<file path="src/rtl/seg_pkg.sv">
// Shared constants for the intersection display stage:
// light codes, glyphs, anode patterns and small helper types.
package seg_pkg;

    localparam logic [1:0] L_OFF   = 2'd0;
    localparam logic [1:0] L_GREEN = 2'd1;
    localparam logic [1:0] L_YEL   = 2'd2;
    localparam logic [1:0] L_RED   = 2'd3;

    localparam logic [6:0] G_OFF   = 7'b1111111;
    localparam logic [6:0] G_GREEN = 7'b0100001;
    localparam logic [6:0] G_YEL   = 7'b1000100;
    localparam logic [6:0] G_RED   = 7'b1111010;
    localparam logic [6:0] G_WALK  = 7'b0011000;

    localparam logic [6:0] ALL_DARK = 7'b1111111;

    localparam logic [3:0] AN_D3   = 4'b0111;
    localparam logic [3:0] AN_D2   = 4'b1011;
    localparam logic [3:0] AN_D1   = 4'b1101;
    localparam logic [3:0] AN_D0   = 4'b1110;
    localparam logic [3:0] AN_DARK = 4'b1111;

    typedef enum logic [1:0] {
        K_BLANK,
        K_LIGHT,
        K_DIGIT,
        K_WALK
    } seg_kind_e;

    typedef enum logic {
        S_BLANK,
        S_SHOW
    } scan_state_e;

    function automatic logic [3:0] anode_of(input logic [1:0] idx);
        logic [3:0] an;
        unique case (idx)
            2'd3: an = AN_D3;
            2'd2: an = AN_D2;
            2'd1: an = AN_D1;
            default: an = AN_D0;
        endcase
        return an;
    endfunction

endpackage

</file>
<file path="src/rtl/seg_decode.sv">
// Combinational glyph lookup: a light code, a decimal digit,
// the walk glyph, or blank, as active-low abcdefg segments.
module seg_decode
    import seg_pkg::*;
(
    input  seg_kind_e  kind,
    input  logic [3:0] value,
    output logic [6:0] glyph
);

    always_comb begin
        glyph = G_OFF;
        unique case (kind)
            K_LIGHT: begin
                unique case (value[1:0])
                    L_GREEN: glyph = G_GREEN;
                    L_YEL:   glyph = G_YEL;
                    L_RED:   glyph = G_RED;
                    default: glyph = G_OFF;
                endcase
            end
            K_DIGIT: begin
                case (value)
                    4'd0: glyph = 7'b0000001;
                    4'd1: glyph = 7'b1001111;
                    4'd2: glyph = 7'b0010010;
                    4'd3: glyph = 7'b0000110;
                    4'd4: glyph = 7'b1001100;
                    4'd5: glyph = 7'b0100100;
                    4'd6: glyph = 7'b0100000;
                    4'd7: glyph = 7'b0001111;
                    4'd8: glyph = 7'b0000000;
                    4'd9: glyph = 7'b0000100;
                    default: glyph = G_OFF;
                endcase
            end
            K_WALK:  glyph = G_WALK;
            default: glyph = G_OFF;
        endcase
    end

endmodule

</file>
<file path="src/rtl/light_scan_display.sv">
// Four-digit multiplexed display of the intersection state with
// inter-digit blanking, per-frame input snapshot and yellow blink.
module light_scan_display
    import seg_pkg::*;
#(
    parameter int DWELL        = 1,
    parameter int BLANK_CYCLES = 1,
    parameter int BLINK_DIV    = 250
) (
    input  logic       clk_out_2,
    input  logic       reset,
    input  logic [1:0] main_light,
    input  logic [1:0] side_light,
    input  logic       walk_light,
    input  logic [3:0] remain,
    output logic [6:0] to_seg,
    output logic [3:0] lights_on
);

    localparam int MAXC = (DWELL > BLANK_CYCLES) ? DWELL : BLANK_CYCLES;
    localparam int CW   = (MAXC > 1) ? $clog2(MAXC) : 1;
    localparam int BW   = $clog2(BLINK_DIV);

    scan_state_e state_q, state_d;
    logic [CW-1:0] cnt_q, cnt_d;
    logic [1:0]    idx_q, idx_d;
    logic [BW-1:0] blink_cnt_q, blink_cnt_d;
    logic          phase_q, phase_d;
    logic [1:0]    main_q, main_d;
    logic [1:0]    side_q, side_d;
    logic          walk_q, walk_d;
    logic [3:0]    remain_q, remain_d;
    logic          ph_q, ph_d;
    logic [6:0]    seg_q, seg_d;
    logic [3:0]    an_q, an_d;

    seg_kind_e     kind;
    logic [3:0]    value;
    logic [6:0]    glyph;
    logic [1:0]    light;

    seg_decode u_dec (
        .kind  (kind),
        .value (value),
        .glyph (glyph)
    );

    always_comb begin
        state_d     = state_q;
        cnt_d       = cnt_q;
        idx_d       = idx_q;
        blink_cnt_d = blink_cnt_q + 1'b1;
        phase_d     = phase_q;
        main_d      = main_q;
        side_d      = side_q;
        walk_d      = walk_q;
        remain_d    = remain_q;
        ph_d        = ph_q;

        if (blink_cnt_q == BW'(BLINK_DIV - 1)) begin
            blink_cnt_d = '0;
            phase_d     = ~phase_q;
        end

        unique case (state_q)
            S_BLANK: begin
                if (cnt_q == CW'(BLANK_CYCLES - 1)) begin
                    cnt_d   = '0;
                    idx_d   = idx_q - 2'd1;
                    state_d = S_SHOW;
                    // Frame start: snapshot with the pre-toggle blink phase.
                    if (idx_q == 2'd0) begin
                        main_d   = main_light;
                        side_d   = side_light;
                        walk_d   = walk_light;
                        remain_d = remain;
                        ph_d     = phase_q;
                    end
                end else begin
                    cnt_d = cnt_q + 1'b1;
                end
            end
            default: begin
                if (cnt_q == CW'(DWELL - 1)) begin
                    cnt_d   = '0;
                    state_d = S_BLANK;
                end else begin
                    cnt_d = cnt_q + 1'b1;
                end
            end
        endcase
    end

    always_comb begin
        kind  = K_BLANK;
        value = '0;
        light = L_OFF;
        unique case (idx_d)
            2'd3: light = main_d;
            2'd0: light = side_d;
            default: light = L_OFF;
        endcase
        unique case (idx_d)
            2'd2: begin
                kind  = (remain_d >= 4'd10) ? K_DIGIT : K_BLANK;
                value = 4'd1;
            end
            2'd1: begin
                kind  = K_DIGIT;
                value = (remain_d >= 4'd10) ? remain_d - 4'd10 : remain_d;
            end
            default: begin
                kind  = (light == L_YEL && !ph_d) ? K_BLANK : K_LIGHT;
                value = {2'b00, light};
                if (idx_d == 2'd0 && walk_d) begin
                    kind = K_WALK;
                end
            end
        endcase
        seg_d = (state_d == S_SHOW) ? glyph : ALL_DARK;
        an_d  = (state_d == S_SHOW) ? anode_of(idx_d) : AN_DARK;
    end

    always_ff @(posedge clk_out_2) begin
        if (reset) begin
            state_q     <= S_BLANK;
            cnt_q       <= '0;
            idx_q       <= '0;
            blink_cnt_q <= '0;
            phase_q     <= 1'b1;
            main_q      <= '0;
            side_q      <= '0;
            walk_q      <= 1'b0;
            remain_q    <= '0;
            ph_q        <= 1'b0;
            seg_q       <= ALL_DARK;
            an_q        <= AN_DARK;
        end else begin
            state_q     <= state_d;
            cnt_q       <= cnt_d;
            idx_q       <= idx_d;
            blink_cnt_q <= blink_cnt_d;
            phase_q     <= phase_d;
            main_q      <= main_d;
            side_q      <= side_d;
            walk_q      <= walk_d;
            remain_q    <= remain_d;
            ph_q        <= ph_d;
            seg_q       <= seg_d;
            an_q        <= an_d;
        end
    end

    assign to_seg    = seg_q;
    assign lights_on = an_q;

endmodule

</file>
<file path="config.mk">
export PLATFORM = sky130hd
export DESIGN_NAME = light_scan_display
export DESIGN_NICKNAME = d
export VERILOG_FILES = /design/src/rtl/seg_pkg.sv /design/src/rtl/seg_decode.sv /design/src/rtl/light_scan_display.sv
export SDC_FILE = /design/constraint.sdc
export NUM_CORES = 1
export LEC_CHECK = 0
export ABC_CLOCK_PERIOD_IN_PS = 3650
export BUFFER_PORTS_ARGS = -buffer_cell sky130_fd_sc_hd__buf_2
export CAP_MARGIN = 10
export CORE_ASPECT_RATIO = 0.7
export CORE_MARGIN = 2
export CORE_UTILIZATION = 57
export DETAILED_ROUTE_END_ITERATION = 10
export PLACE_DENSITY_LB_ADDON = 0.15
export SKIP_CTS_REPAIR_TIMING = 1
export SLEW_MARGIN = 25
export SYNTH_ARGS = -nofsm -noshare
export SYNTH_HDL_FRONTEND = slang
export SYNTH_SLANG_ARGS = --single-unit
</file>
<file path="constraint.sdc">
create_clock -name clk_out_2 -period 3.65 [get_ports clk_out_2]
set_input_delay 0.5475 -clock clk_out_2 [delete_from_list [all_inputs] [get_ports clk_out_2]]
set_output_delay 0.5475 -clock clk_out_2 [all_outputs]
set_load 0.02 [all_outputs]
</file>
==> reports/metrics.yaml, run 1 <==
status:
  status: "complete, no violations"
flow_run:
  cap_violations: 0
route:
  drt.antenna.violating_nets: 0
  count_of_unresolved_drc_violations_after_routing: 0
  first_iter_violations: 70
  vias_per_cell: 5.69
  vias: 1462
  wl_um: 3920
  post_dr_wirelength_cell_um: 15.2
  drt-pass1-iter-count: 4
clock_network:
  cts.htree.levels: 2
  clockRootBuffer: "sky130_fd_sc_hd__clkbuf_8"
  cts-root-to-sink-buffers: 2
  tritoncts: "built"
  cts_num_sinks: 34
  skew_pair_late_insertion_delay_ns: 0.28
  number_of_cts_inserted_buffers: 5
  clk_transition_reported_paths_ns: 0.07
critical_path:
  worst-endpoint-arrival_ns: 3.50
  critical_path_class: "reg -> reg"
  endpoint_kind: "flop"
  critPathMaxFanout: 6
  cp-start-kind: "flop"
  critPathRequiredTime_ns: 3.81
  worst_r2r_path_depth: 11
sta:
  layout_worst_path_cycle_share_pct: 91.4
  grt_setup_unrepaired: "no"
  worst_slew_slack_as_a_fraction_of_its_limit_pct: 62.7
  final-max-slew-violation-count: 0
  final_setup_fails: 0
  endpoints_failing_hold: 0
  finalClockSkew_ns: 0.00804
  tns_ns: 0
  timing.fmax_mhz: 300
  max_slew.worst_pin.slew_ns: 0.544
  timing.final.crit_period_ns: 3.34
grt:
  gr-usage-all-layers_pct: 23.9
  global_route.overflow_total: 0
  grt_start_max_net_pins: 16
  grt_first_pass_wirelength_um: 6620
  grt_pass1_vias: 1451
  antenna_found_initial: 0
yosys:
  synthesis.nets: 221
  area_of_the_mapped_netlist_um2: 1780
  yosys.area.top_type_share_pct: 38.2
  synth.yosys.warnings: 0
  yosysTopAreaCell: "sky130_fd_sc_hd__dfxtp_1"
  synth-seq-cells: 34
  largest_cells_by_area_after_synthesis: "sky130_fd_sc_hd__dfxtp_1 (38%), sky130_fd_sc_hd__ha_1 (12%), sky130_fd_sc_hd__mux2i_1 (7.3%), sky130_fd_sc_hd__nor2_1 (5.3%), sky130_fd_sc_hd__inv_1 (3.0%)"
  syn_inst: 193
  synth.lib_cells_used.distinct: 44
  asyncSetResetFlopFracSynth_pct: 0
  synth-edff-count: 0
  post_synth.cell_area_avg_um2: 9.23
  seq_area_frac_synth_pct: 38.2
  synth_top_flop_cell: "sky130_fd_sc_hd__dfxtp_1"
finish:
  nFillCells: 222
  synthToLayoutAreaGrowth_pct: 15.3
  antenna-diode-count: 0
  final_design_instance_area_without_fill_um2: 2050
  nets: 249
  layout_commonest_cell: "sky130_fd_sc_hd__dfxtp_1"
  layout-drive-gt1-share_pct: 20.8
  mostFrequentLayoutCells: "sky130_fd_sc_hd__dfxtp_1 (34), sky130_fd_sc_hd__nor2_1 (25), sky130_fd_sc_hd__buf_2 (21), sky130_fd_sc_hd__ha_1 (17)"
floorplan:
  initial_core_util_pct: 61.8
  die_height_um: 50.8
  core_area_um2: 2880
  io-pin-count: 22
  core.rowCount: 16
  dieArea_um2: 3590
  chipWidth_um: 70.8
placement:
  dpl_cell_area_um2: 1920
  dp_hpwl_um: 2950
  port_buffers: 21
  place.gp.congestion: 0.965
power_and_ir_drop:
  worst_ir_drop_vdd_mv: 0.350
  p_leak_nw: 0.854
  powerDensity_nw_per_um2: 515
min_path:
  hold-path-cell-count: 1
  timing.hold.worst.class: "reg -> reg"
-- worst max-delay path, stage by stage (launching register included) --
cell,delay [ns]
sky130_fd_sc_hd__dfxtp_1,0.45
sky130_fd_sc_hd__nor2_1,0.11
sky130_fd_sc_hd__xnor2_1,0.40
sky130_fd_sc_hd__inv_1,0.16
sky130_fd_sc_hd__ha_1,0.27
sky130_fd_sc_hd__nand2_1,0.08
sky130_fd_sc_hd__mux2i_1,0.10
sky130_fd_sc_hd__o31a_1,0.30
sky130_fd_sc_hd__o21bai_4,0.23
sky130_fd_sc_hd__ha_1,0.26
sky130_fd_sc_hd__or3_2,0.50
sky130_fd_sc_hd__a311o_1,0.37
-- metal layers --
| layer | vias to the layer above | routed length [um] | track usage [%] |
|---|---|---|---|
| li1 | 714 | - | - |
| met2 | 51 | 1860 | 40.7 |
| met5 | - | 0 | 0 |
| met1 | 685 | 1800 | 30.3 |
| met4 | 0 | 67 | 6.92 |
| met3 | 12 | 196 | 5.82 |
-- final cells by class --
type | instances | area [um^2] | area share, %
multi-input cells | 140 | 1020 | 49.8
flip-flops and latches | 34 | 681 | 33.2
repair buffers | 25 | 135 | 6.58
clock buffers | 6 | 82.6 | 4.02
inverters | 15 | 56.3 | 2.74
well taps | 36 | 45.0 | 2.19
clock inverters | 1 | 30.0 | 1.46
-- logic make-up after synthesis --
family	synth area share [%]
and+or+nand+nor	16.7
AOI/OAI and AO/OA	15.1
DFF	38.2
buffers and inverters	4.64
adders and majority gates	11.9
muxes	9.21
xor gates and xnor gates	3.94
other	0.211
-- flip-flops by register name, summed over array words and instances, names as in the netlist --
signal and cells:
blink_cnt_q 8, to_seg 7, lights_on 4, remain_q 4, idx_q 2, main_q 2
side_q 2, cnt_q 1, ph_q 1, phase_q 1, state_q 1, walk_q 1
-- metrics by stage --
step / hold slack [ns] / util [%] / setup slack, ns / instances / total power [mW]
2_1_floorplan: 0.434 / - / 0.718 / 193 / 0.631
3_3_place_gp: 0.444 / 66.6 / 0.373 / 248 / 0.687
3_5_place_dp: 0.460 / 66.6 / 0.116 / 248 / 0.704
4_1_cts: 0.476 / 70.5 / 0.0698 / 255 / 1.05
5_1_grt: 0.510 / 71.2 / 0.0168 / 257 / 1.11
6_report: 0.470 / 71.2 / 0.312 / 257 / 1.06
-- report_power, final --
group          internal (mW)  switching, mW
clock                  0.218          0.130
sequential             0.397         0.0128
combinational          0.117          0.182
-- cell usage after synthesis (2+ instances only) --
cell / number
sky130_fd_sc_hd__a211oi_1: 3
sky130_fd_sc_hd__a21o_1: 2
sky130_fd_sc_hd__a21oi_1: 7
sky130_fd_sc_hd__a311o_1: 2
sky130_fd_sc_hd__a31o_2: 2
sky130_fd_sc_hd__a31oi_1: 2
sky130_fd_sc_hd__clkbuf_1: 2
sky130_fd_sc_hd__dfxtp_1: 34
sky130_fd_sc_hd__ha_1: 17
sky130_fd_sc_hd__inv_1: 14
sky130_fd_sc_hd__mux2_2: 3
sky130_fd_sc_hd__mux2i_1: 13
sky130_fd_sc_hd__nand2_1: 14
sky130_fd_sc_hd__nand2b_1: 3
sky130_fd_sc_hd__nand3_1: 4
sky130_fd_sc_hd__nor2_1: 25
sky130_fd_sc_hd__nor2b_1: 4
sky130_fd_sc_hd__nor3_1: 3
sky130_fd_sc_hd__nor3b_2: 2
sky130_fd_sc_hd__o211ai_1: 3
sky130_fd_sc_hd__o21ai_0: 3
sky130_fd_sc_hd__o22ai_1: 2
sky130_fd_sc_hd__or2_2: 2
sky130_fd_sc_hd__xnor2_1: 5
sky130_fd_sc_hd__xor2_1: 3
-- worst paths after layout --
kind | startpoint | endpoint | slack [ns]
min reg2reg | blink_cnt_q[0] | blink_cnt_q[0] | 0.47
min | blink_cnt_q[0] | blink_cnt_q[0] | 0.47
max reg2reg | state_q | to_seg[1] | 0.31
max | state_q | to_seg[1] | 0.31
(Power assumes the default switching activity.)
==> run 2: changes to the inputs <==
--- a/config.mk
+++ b/config.mk
@@ -5,13 +5,15 @@
 export SDC_FILE = /design/constraint.sdc
 export NUM_CORES = 1
 export LEC_CHECK = 0
+export ABC_AREA = 1
 export ABC_CLOCK_PERIOD_IN_PS = 3650
 export BUFFER_PORTS_ARGS = -buffer_cell sky130_fd_sc_hd__buf_2
 export CAP_MARGIN = 10
 export CORE_ASPECT_RATIO = 0.7
 export CORE_MARGIN = 2
-export CORE_UTILIZATION = 57
+export CORE_UTILIZATION = 58
 export DETAILED_ROUTE_END_ITERATION = 10
+export GPL_TIMING_DRIVEN = 0
 export PLACE_DENSITY_LB_ADDON = 0.15
 export SKIP_CTS_REPAIR_TIMING = 1
 export SLEW_MARGIN = 25
==> run 2 against run 1 <==
Flip-flop and latch count unchanged. Sequential power increased by 1%. Critical path depth increased by 7. Critical path type unchanged. Largest cell class unchanged. Largest power group unchanged. Highest routed layer unchanged.
==> reports/metrics.yaml, run 2 <==
status:
  status: "complete, no violations"
critical_path:
  critical_path.max_stage_delay_ns: 0.43  # -0.07 ns
  cp_top_family: "simple AND/OR/NAND/NOR gates"
  cp_slowest_cell: "sky130_fd_sc_hd__dfxtp_1"
  worstReg2RegStart: "cnt_q"
  worst-endpoint-arrival_ns: 3.35  # -0.15 ns
  endpoint_kind: "flop"
  critPathRequiredTime_ns: 3.83  # +0.02 ns
  cp-start-kind: "flop"
  critical_path_class: "reg -> reg"
  crit_start: "cnt_q"
  critical_path.most_common_cell: "sky130_fd_sc_hd__inv_1"
  critPathMaxFanout: 10  # +4
  crit_path_cell_trace: "nor2_8 > buf_6 > o21ai_0 > inv_1 > ha_1 > nor2_1 > inv_1 > a21oi_1 > nand2_2 > nand2_2 > inv_1 > ha_1 > inv_1 > nand2_1 > o21ai_0 > nand2_1 > nand2_1 > nand3_1"
  buffers_plus_inverters_on_the_worst_setup_path: 5  # +4
clock_network:
  cts.htree.levels: 2  # unchanged
  number_of_cts_inserted_buffers: 5  # unchanged
  tritoncts: "built"
  clockRootBuffer: "sky130_fd_sc_hd__clkbuf_8"
  skew_pair_late_insertion_delay_ns: 0.29  # about the same
  cts_num_sinks: 34  # unchanged
  clk_transition_reported_paths_ns: 0.07  # about the same
  cts-root-to-sink-buffers: 2  # unchanged
yosys:
  synth.lib_cells_used.distinct: 32  # -27%
  largest_cells_by_area_after_synthesis: "sky130_fd_sc_hd__dfxtp_1 (35%), sky130_fd_sc_hd__nand2_1 (13%), sky130_fd_sc_hd__ha_1 (11%), sky130_fd_sc_hd__inv_1 (7.5%), sky130_fd_sc_hd__nor2_1 (5.8%)"
  synth.yosys.warnings: 0  # unchanged
  synth_top_flop_cell: "sky130_fd_sc_hd__dfxtp_1"
  post_synth.cell_area_avg_um2: 7.30  # -21%
  yosys.area.top_type_share_pct: 34.8  # -3.4 points
  most_used_standard_cell_by_instance_count_after_synthesis: "sky130_fd_sc_hd__nand2_1"
  synth.top_cells.by_count: "sky130_fd_sc_hd__nand2_1 (70), sky130_fd_sc_hd__inv_1 (39), sky130_fd_sc_hd__dfxtp_1 (34), sky130_fd_sc_hd__nor2_1 (30), sky130_fd_sc_hd__nand3_1 (18)"
  seq_area_frac_synth_pct: 34.8  # -3.4 points
  synthesis.nets: 296  # +34%
  syn_inst: 268  # +39%
  asyncSetResetFlopFracSynth_pct: 0  # unchanged
  area_of_the_mapped_netlist_um2: 1960  # +9.8%
  synth-edff-count: 0  # unchanged
  synth-seq-cells: 34  # unchanged
  yosysTopAreaCell: "sky130_fd_sc_hd__dfxtp_1"
finish:
  antenna-diode-count: 0  # unchanged
  layout_commonest_cell: "sky130_fd_sc_hd__nand2_1"
  nets: 324  # +30%
  max_flop_register: "blink_cnt_q"
  synthToLayoutAreaGrowth_pct: 13.4
  layout-drive-gt1-share_pct: 19.2  # -1.6 points
  largest_reg_flops: 8  # unchanged
  mostFrequentLayoutCells: "sky130_fd_sc_hd__nand2_1 (70), sky130_fd_sc_hd__inv_1 (39), sky130_fd_sc_hd__dfxtp_1 (34), sky130_fd_sc_hd__nor2_1 (30), sky130_fd_sc_hd__buf_2 (21)"
  finalCoreUtilization_pct: 69.5  # -1.7 points
grt:
  grt_first_pass_wirelength_um: 6560  # -0.85%
  grt_start_max_net_pins: 11  # -5
  gr-usage-all-layers_pct: 22.9  # -1.0 points
  grt_pass1_vias: 1510  # +4.1%
  antenna_found_initial: 0  # unchanged
  global_route.overflow_total: 0  # unchanged
route:
  drt-pass1-iter-count: 4  # unchanged
  wl_um: 3650  # -6.9%
  drt.antenna.violating_nets: 0  # unchanged
  vias: 1643  # +12%
  post_dr_wirelength_cell_um: 10.9  # -29%
  first_iter_violations: 120  # +71%
  count_of_unresolved_drc_violations_after_routing: 0  # unchanged
  vias_per_cell: 4.90  # -14%
power_and_ir_drop:
  worst_ir_drop_vdd_mv: 0.316  # -9.7%
  powerDensity_nw_per_um2: 513  # -0.46%
  p_leak_nw: 1.08  # +26%
sta:
  max_slew.worst_pin.slew_ns: 0.489  # -0.0541 ns
  timing.final.crit_period_ns: 3.16  # -0.174 ns
  endpoints_failing_hold: 0  # unchanged
  grt_setup_unrepaired: "no"
  final_setup_fails: 0  # unchanged
  final-max-slew-violation-count: 0  # unchanged
  worst_slew_slack_as_a_fraction_of_its_limit_pct: 67.0  # +4.3 points
  finalClockSkew_ns: 0.00321  # -0.00484 ns
  timing.fmax_mhz: 316  # +5.5%
  layout_worst_path_cycle_share_pct: 86.7  # -4.8 points
  tns_ns: 0  # unchanged
flow_run:
  cap_violations: 0  # unchanged
min_path:
  hp-start: "blink_cnt_q[0]"
  timing.hold.worst.class: "reg -> reg"
floorplan:
  core.rowCount: 17  # +1
  initial_core_util_pct: 61.3  # -0.47 points
  die_height_um: 52.6  # +3.6%
  core_area_um2: 3190  # +11%
  dieArea_um2: 3860  # +7.4%
  io-pin-count: 22  # unchanged
  chipWidth_um: 73.4  # +3.7%
placement:
  place.gp.congestion: 0.826  # -14%
  port_buffers: 21  # unchanged
  dp_hpwl_um: 2700  # -8.3%
run 2: cell families after synthesis:
family	share of synthesized area [%]
xor gates and xnor gates	0.896
AOI/OAI and AO/OA	5.76
buffers and inverters	10.3
adders and majority gates	10.9
and+or+nand+nor	37.2
DFF	34.8
other	0.192
run 2: power breakdown:
| part | switching, mW | total, mW | internal, mW |
|---|---|---|---|
| sequential | 0.0111 | 0.416 | 0.404 |
| combinational | 0.258 | 0.394 | 0.136 |
| clock | 0.137 | 0.328 | 0.190 |
run 2: path summary, 6_finish.rpt:
| kind | endpoint | slack (ns) | cells past startpoint |
|---|---|---|---|
| worst max-delay path | to_seg[3] | 0.49 | 18 |
| worst min-delay path | blink_cnt_q[0] | 0.48 | 1 |
| worst max register to register | to_seg[3] | 0.49 | 18 |
| worst min register to register | blink_cnt_q[0] | 0.48 | 1 |
run 2: through the flow:
stage | setup slack (ns) | instances | power [mW] | hold slack [ns] | area (um^2)
global placement | 0.626 | 327 | 0.806 | 0.449 | 2110
detailed placement | 0.567 | 327 | 0.812 | 0.465 | 2110
CTS | 0.499 | 335 | 1.14 | 0.481 | 2220
floorplan | 0.944 | 268 | 0.733 | 0.434 | 1960
finish | 0.486 | 335 | 1.14 | 0.475 | 2220
global route | 0.180 | 335 | 1.22 | 0.509 | 2220
run 2: cell type report:
cell class | count | area [um^2]
Sequential cell | 34 | 681
Clock buffer | 8 | 110
Inverter | 43 | 161
Multi-Input combinational cell | 187 | 1070
Tap cell | 38 | 47.5
Timing Repair Buffer | 21 | 105
Buffer | 4 | 40.0
Fill cell | 299 | 972
run 2: metal layers:
metal	vias up	GRT usage, %	routed length, um
met1	716	30.9	1880
li1	880	-	-
met4	0	10.3	28
met5	-	0	0
met3	5	6.35	246
met2	42	33.9	1490
